`config.mk`:
```
export PLATFORM = sky130hd
export DESIGN_NAME = stim_sequencer
export DESIGN_NICKNAME = d
export VERILOG_FILES = /design/src/rtl/seeg_stim_pkg.sv /design/src/rtl/stim_interval_counter.sv /design/src/rtl/stim_sequencer.sv
export SDC_FILE = /design/constraint.sdc
export NUM_CORES = 1
export LEC_CHECK = 0
export ABC_AREA = 1
export BUFFER_PORTS_ARGS = -buffer_cell sky130_fd_sc_hd__buf_2
export CAP_MARGIN = 20
export CORE_UTILIZATION = 35
export CTS_CLUSTER_DIAMETER = 100
export DETAILED_ROUTE_END_ITERATION = 6
export PLACE_DENSITY = 0.62
export SLEW_MARGIN = 0
export SYNTH_ARGS = -nofsm -noshare
export SYNTH_HDL_FRONTEND = slang
export SYNTH_SLANG_ARGS = --single-unit
```
`constraint.sdc`:
```
create_clock -name clk -period 9.2 [get_ports clk]
set_clock_uncertainty 0.15 [all_clocks]
set_input_delay 0 -clock clk [delete_from_list [all_inputs] [get_ports clk]]
set_output_delay 0 -clock clk [all_outputs]
set_load 0.05 [all_outputs]
```
`src/rtl/seeg_stim_pkg.sv`:
```
// Shared types and widths for the biphasic stimulation sequencer.
package seeg_stim_pkg;

    localparam int DUR_W = 16;
    localparam int MAG_W = 8;

    typedef enum logic [2:0] {
        ST_IDLE,
        ST_PHASE1,
        ST_GAP_PULSE,
        ST_PHASE2,
        ST_GAP_BIPULSE,
        ST_GAP_TRAIN,
        ST_RECOVERY
    } state_t;

    // A zero pulse width would make a phase vanish; it runs for one tick instead.
    function automatic logic [DUR_W-1:0] eff_pulse_len(input logic [DUR_W-1:0] len);
        return (len == '0) ? DUR_W'(1) : len;
    endfunction

endpackage

```
`src/rtl/stim_interval_counter.sv`:
```
// Tick down-counter timing the current sequencer state; expires on the Nth tick after load.
module stim_interval_counter
    import seeg_stim_pkg::*;
(
    input  logic             clk,
    input  logic             rst,
    input  logic             i_load,
    input  logic             i_tick_en,
    input  logic [DUR_W-1:0] i_count,
    output logic             o_expire
);

    logic [DUR_W-1:0] r_count;

    always_ff @(posedge clk) begin
        if (rst) begin
            r_count <= '0;
        end else if (i_load) begin
            r_count <= i_count;
        end else if (i_tick_en && (r_count != '0)) begin
            r_count <= r_count - DUR_W'(1);
        end
    end

    assign o_expire = i_tick_en && (r_count == DUR_W'(1));

endmodule

```
`src/rtl/stim_sequencer.sv`:
```
// Biphasic pulse-train sequencer with finite and infinite modes.
// Optional charge-recovery window enabled by defining STIM_CHARGE_RECOVERY_EN.
module stim_sequencer
    import seeg_stim_pkg::*;
(
    input  logic             clk,
    input  logic             rst,
    input  logic             tick_en,
    input  logic             finite_start,
    input  logic             infinite_start,
    input  logic             infinite_stop,
    input  logic [DUR_W-1:0] pulse_length,
    input  logic [DUR_W-1:0] inter_pulse_delay,
    input  logic [DUR_W-1:0] inter_bipulse_delay,
    input  logic [DUR_W-1:0] inter_train_delay,
    input  logic [DUR_W-1:0] bipulses_per_train,
    input  logic [DUR_W-1:0] train_count,
    input  logic [DUR_W-1:0] charge_recovery_time,
    input  logic [MAG_W-1:0] pulse_magnitude,
    input  logic             rising_edge_first,
    output logic             drive_pos,
    output logic             drive_neg,
    output logic             recover,
    output logic [MAG_W-1:0] magnitude,
    output logic             busy,
    output logic             done,
    output logic [DUR_W-1:0] train_idx,
    output logic [DUR_W-1:0] bipulse_idx
);

    state_t           r_state;
    state_t           w_next;
    state_t           w_end_state;
    logic [DUR_W-1:0] r_pulse_len, r_ipd, r_ibd, r_itd, r_bpt, r_tc;
    logic [MAG_W-1:0] r_amp;
    logic             r_ref, r_inf, r_stop;
    logic             w_accept, w_accept_inf, w_stop, w_expire, w_load;
    logic             w_last_bip, w_more_trains, w_p2_exit, w_ref;
    logic [MAG_W-1:0] w_amp;
    logic [DUR_W-1:0] w_load_val;

`ifdef STIM_CHARGE_RECOVERY_EN
    logic [DUR_W-1:0] r_crt;
    assign w_end_state = (r_crt != '0) ? ST_RECOVERY : ST_IDLE;
`else
    logic w_unused_crt;
    assign w_unused_crt = ^charge_recovery_time;
    assign w_end_state  = ST_IDLE;
    assign recover      = 1'b0;
`endif

    // A stop pulse counts in the same cycle it arrives, so a pending PHASE2 exit sees it.
    assign w_stop        = r_stop | (r_inf & infinite_stop & (r_state != ST_IDLE));
    assign w_last_bip    = (r_bip_idx_eq_last());
    assign w_more_trains = r_inf | (train_idx != r_tc - DUR_W'(1));
    assign w_p2_exit     = (r_state == ST_PHASE2) && w_expire;
    assign w_load        = (w_next != r_state);
    assign w_ref         = w_accept ? rising_edge_first : r_ref;
    assign w_amp         = w_accept ? pulse_magnitude : r_amp;

    function automatic logic r_bip_idx_eq_last();
        return bipulse_idx == (r_bpt - DUR_W'(1));
    endfunction

    stim_interval_counter u_interval (
        .clk       (clk),
        .rst       (rst),
        .i_load    (w_load),
        .i_tick_en (tick_en),
        .i_count   (w_load_val),
        .o_expire  (w_expire)
    );

    always_comb begin
        w_next       = r_state;
        w_accept     = 1'b0;
        w_accept_inf = 1'b0;
        case (r_state)
            ST_IDLE: begin
                if (finite_start) begin
                    if ((bipulses_per_train != '0) && (train_count != '0)) begin
                        w_accept = 1'b1;
                        w_next   = ST_PHASE1;
                    end
                end else if (infinite_start && (bipulses_per_train != '0)) begin
                    w_accept     = 1'b1;
                    w_accept_inf = 1'b1;
                    w_next       = ST_PHASE1;
                end
            end
            ST_PHASE1: begin
                if (w_expire) w_next = (r_ipd != '0) ? ST_GAP_PULSE : ST_PHASE2;
            end
            ST_GAP_PULSE: begin
                if (w_expire) w_next = ST_PHASE2;
            end
            ST_PHASE2: begin
                if (w_expire) begin
                    if (w_stop)             w_next = w_end_state;
                    else if (!w_last_bip)   w_next = (r_ibd != '0) ? ST_GAP_BIPULSE : ST_PHASE1;
                    else if (w_more_trains) w_next = (r_itd != '0) ? ST_GAP_TRAIN : ST_PHASE1;
                    else                    w_next = w_end_state;
                end
            end
            ST_GAP_BIPULSE, ST_GAP_TRAIN: begin
                if (w_stop)        w_next = w_end_state;
                else if (w_expire) w_next = ST_PHASE1;
            end
            ST_RECOVERY: begin
                if (w_expire) w_next = ST_IDLE;
            end
            default: w_next = ST_IDLE;
        endcase
    end

    // The counter is loaded with the duration of the state being entered.
    always_comb begin
        w_load_val = '0;
        case (w_next)
            ST_PHASE1:      w_load_val = eff_pulse_len((r_state == ST_IDLE) ? pulse_length : r_pulse_len);
            ST_PHASE2:      w_load_val = eff_pulse_len(r_pulse_len);
            ST_GAP_PULSE:   w_load_val = r_ipd;
            ST_GAP_BIPULSE: w_load_val = r_ibd;
            ST_GAP_TRAIN:   w_load_val = r_itd;
`ifdef STIM_CHARGE_RECOVERY_EN
            ST_RECOVERY:    w_load_val = r_crt;
`endif
            default:        w_load_val = '0;
        endcase
    end

    always_ff @(posedge clk) begin
        if (w_accept) begin
            r_pulse_len <= pulse_length;
            r_ipd       <= inter_pulse_delay;
            r_ibd       <= inter_bipulse_delay;
            r_itd       <= inter_train_delay;
            r_bpt       <= bipulses_per_train;
            r_tc        <= train_count;
            r_amp       <= pulse_magnitude;
            r_ref       <= rising_edge_first;
`ifdef STIM_CHARGE_RECOVERY_EN
            r_crt       <= charge_recovery_time;
`endif
        end
    end

    always_ff @(posedge clk) begin
        if (rst) begin
            r_state     <= ST_IDLE;
            r_inf       <= 1'b0;
            r_stop      <= 1'b0;
            train_idx   <= '0;
            bipulse_idx <= '0;
            busy        <= 1'b0;
            done        <= 1'b0;
            drive_pos   <= 1'b0;
            drive_neg   <= 1'b0;
            magnitude   <= '0;
        end else begin
            r_state <= w_next;
            if (w_accept) begin
                r_inf       <= w_accept_inf;
                r_stop      <= 1'b0;
                train_idx   <= '0;
                bipulse_idx <= '0;
            end else begin
                if (w_next == ST_IDLE) r_stop <= 1'b0;
                else if (w_stop)       r_stop <= 1'b1;
                if (w_p2_exit) begin
                    if (w_last_bip) begin
                        bipulse_idx <= '0;
                        train_idx   <= train_idx + DUR_W'(1);
                    end else begin
                        bipulse_idx <= bipulse_idx + DUR_W'(1);
                    end
                end
            end
            busy      <= (w_next != ST_IDLE);
            done      <= (w_next == ST_IDLE) && (r_state != ST_IDLE);
            drive_pos <= ((w_next == ST_PHASE1) && w_ref) || ((w_next == ST_PHASE2) && !w_ref);
            drive_neg <= ((w_next == ST_PHASE1) && !w_ref) || ((w_next == ST_PHASE2) && w_ref);
            magnitude <= ((w_next == ST_PHASE1) || (w_next == ST_PHASE2)) ? w_amp : '0;
        end
    end

`ifdef STIM_CHARGE_RECOVERY_EN
    always_ff @(posedge clk) begin
        if (rst) recover <= 1'b0;
        else     recover <= (w_next == ST_RECOVERY);
    end
`endif

endmodule
```
==> impl_metrics.json <==
{
  "status": "finished clean",
  "whs_endpoint": "u_interval.r_count[0]",
  "setup_tns_ps": 0,
  "dp_hpwl_microns": 18600,
  "rsz0062_at_grt": "no",
  "detail_route.drc_violations": 0,
  "synth_ff_type": "edfxtp_1",
  "period_needed_ps": 4570,
  "power_density_mw_per_mm2": 169,
  "cts_made_buffers": 17,
  "r2r_start": "r_state[2]",
  "syn-num-nets": 1335,
  "hold_violations": 0,
  "slew_viol_final": 0,
  "combPwrFrac_pct": 18.0,
  "syn_to_final_growth_pct": 30.3,
  "clockBufferDepth": 2,
  "overflow": 0,
  "max_cap_viol_count": 0,
  "end_kind": "register",
  "die_y_microns": 164,
  "finish.net_count": 1596,
  "yosys.cell_count.top_type": "nand2_1",
  "synthArstFlopShare_pct": 0,
  "clock_sinks": 170,
  "path_clk_slew_ps": 80,
  "worst_slew_pin_slew_ps": 938,
  "cts_resized": 0,
  "fillers": 2456,
  "slowest_stage": "nand2_1",
  "p_leak_nw": 5.39,
  "cts_htree_levels": 4,
  "switching_share_pct": 31.6,
  "clkLatencyLatePin_ps": 440,
  "drive_gt1_share_pct": 16.1,
  "ir_drop_mv": 0.138,
  "hold_path_class": "input pin to register",
  "setup_violations": 0,
  "worst_setup_path_start_kind": "register",
  "die_area_sq_mm": 0.0269,
  "p_clk_share_pct": 36.3,
  "grt_pass1_vias": 8423,
  "min_path_cells": 5,
  "final-instance-count-excl-fill": 1807,
  "antenna_found_initial": 1,
  "place.gp.congestion": 0.888,
  "required_ps": 9420,
  "p_switching_mw": 0.637,
  "via_count": 8748,
  "core-area_sq_mm": 0.0255,
  "period_share_pct": 49.7,
  "wl_microns": 26000,
  "yosys.area.top_type": "edfxtp_1",
  "path_cells": "nor2_1, nand2_1, inv_1, nand4_1, nand2_4, inv_1, nand3_1, nor2_1, nand2_4, nand2_2, nand3_2, nor2_1, nor2_1, nand2_1, nand2_1, a21oi_1",
  "yosysTopAreaCellShare_pct": 31.4,
  "rr_endpoint": "u_interval.r_count[15]",
  "worst_hold_startpoint": "tick_en",
  "setup.worst_path.class": "register to register",
  "ys_warn_count": 0,
  "seqPwrFrac_pct": 45.7,
  "rr_worst_depth": 16,
  "first_pass_iters": 5,
  "rrSetupSlack_ps": 4630,
  "cp_num_buf_inv": 2,
  "initial_core_util_pct": 36.0,
  "cpMostUsedCell": "nor2_1",
  "netlist_instances": 1202,
  "slew_headroom_pct": 37.3,
  "post-cts-setup-buffers": 0,
  "die_x_microns": 164,
  "yosysSeqAreaShare_pct": 47.5,
  "vias_per_cell": 4.84,
  "slowest_delay_ps": 700,
  "synthTopCellsByArea": "edfxtp_1 (31%), dfxtp_1 (16%), nand2_1 (11%)",
  "synth_top_cells_by_count": "nand2_1 (272), nor2_1 (203), inv_1 (165), edfxtp_1 (96), dfxtp_1 (74)",
  "first_iter_violations": 637,
  "fin_util_pct": 47.0,
  "track_usage_pct": 20.0,
  "grt_max_degree": 62,
  "cts_tree": "built",
  "syn_avg_cell_area_sq_um": 7.64,
  "synth-edff-count": 96,
  "crit_arrival_ps": 4790,
  "boundaryPins": 172,
  "p_int_mw": 1.38,
  "portBuffers": 154,
  "grt_pass1_wl_microns": 41700,
  "ys_types": 48,
  "root_buffer": "clkbuf_16",
  "max_freq_mhz": 219,
  "dpl.cell_count": 1666,
  "ys_ff_latch": 170,
  "ant_nets": 0,
  "row_count": 58,
  "critPathMaxFanout": 47,
  "wl_per_cell_microns": 14.4,
  "holdWs_ps": 67.7,
  "synthesis.area_sq_mm": 0.00918,
  "crit_family": "simple AND/OR/NAND/NOR gates"
}
==> per-stage QoR <==
step	total power [mW]	cell area, sq um	setup WS [ps]
floorplan	1.16	9180	4320
global placement	1.25	10300	4760
detailed placement	1.26	10300	4660
CTS	2.02	12000	4620
global route	2.11	12000	4040
finish	2.02	12000	4630
==> cell usage in the layout (no fill, tap or decap), types with 6 or more instances in the layout <==
cell           netlist  routed
nand2_1            272     271
nor2_1             203     203
inv_1              165     165
buf_2                7     154
dlygate4sd3_1        0     108
edfxtp_1            96      96
dfxtp_1             74      74
o21ai_0             73      73
nand3_1             62      62
a21oi_1             40      40
nand4_1             38      38
nor4_1              23      23
nor3_1              23      23
xor2_1              18      18
clkbuf_16            0      17
or2_2               15      15
xnor2_1              8       8
nand2_2              7       7
nor2_2               6       6
ha_1                 6       6
==> power by group through the flow <==
stage / clock (mW) / sequential, mW / combinational, mW
2_1_floorplan: 0 / 0.951 / 0.214
3_3_place_gp: 0 / 0.936 / 0.318
3_5_place_dp: 0 / 0.937 / 0.323
4_1_cts: 0.742 / 0.920 / 0.360
5_1_grt: 0.771 / 0.929 / 0.409
6_report: 0.733 / 0.921 / 0.363
==> sequential cells by signal, indices dropped and copies added (netlist names), 16 cells and up <==
name	count
r_bpt	16
r_pulse_len	16
bipulse_idx	16
r_itd	16
u_interval.r_count	16
r_ipd	16
r_tc	16
r_ibd	16
train_idx	16
==> per-layer routing <==
| metal | routed length [microns] | track usage [%] | part of all wire (%) | vias up |
|---|---|---|---|---|
| met3 | 1350 | 3.56 | 5.2 | 29 |
| met2 | 12600 | 34.6 | 48 | 238 |
| li1 | - | - | - | 4466 |
| met1 | 11700 | 25.3 | 45 | 4013 |
| met4 | 406 | 6.06 | 1.6 | 2 |
| met5 | 11 | 0 | 0.042 | - |
==> logic make-up after synthesis <==
logic type                 Yosys count  share of synthesized area, %
adders and majority gates            6                         0.818
other                                1                        0.0408
muxes                                1                         0.109
xor gates and xnor gates            26                          2.48
buffers and inverters              190                          8.03
AOI/OAI and AO/OA                  129                          7.44
DFF                                170                          47.5
and+or+nand+nor                    679                          33.6
==> what timing repair did <==
item,CTS,global route
hold endpoints to repair,121,0
hold buffers,108,0
endpoints found under the setup margin,0,0
==> worst register-to-register path: stages (launching register included) <==
cell and delay (ps):
dfxtp_1 490, nor2_1 90, nand2_1 700, inv_1 270
nand4_1 240, nand2_4 360, inv_1 380, nand3_1 160
nor2_1 210, nand2_4 190, nand2_2 360, nand3_2 370
nor2_1 200, nor2_1 80, nand2_1 60, nand2_1 80
a21oi_1 130
==> layout make-up <==
| cell class | count | area (sq um) | share of cell area, % |
|---|---|---|---|
| diodes | 1 | 2.50 | 0.0209 |
| clock buffers | 17 | 425 | 3.56 |
| clock inverters | 15 | 169 | 1.41 |
| inverters | 167 | 627 | 5.24 |
| multi-input cells | 842 | 4090 | 34.2 |
| flip-flops and latches | 170 | 4360 | 36.5 |
| well taps | 330 | 413 | 3.45 |
| repair buffers | 265 | 1870 | 15.7 |
==> worst max path at each step <==
stage | start | to | slack [ps] | depth (start not counted)
floorplan | r_state[2] | drive_neg | 4320 | 10
global placement | r_state[2] | u_interval.r_count[14] | 4760 | 16
detailed placement | r_state[2] | u_interval.r_count[14] | 4660 | 16
CTS | r_state[2] | u_interval.r_count[14] | 4620 | 16
global route | r_state[2] | u_interval.r_count[3] | 4040 | 16
finish | r_state[2] | u_interval.r_count[15] | 4630 | 16
Note: power is estimated with default switching activity, not from simulation.
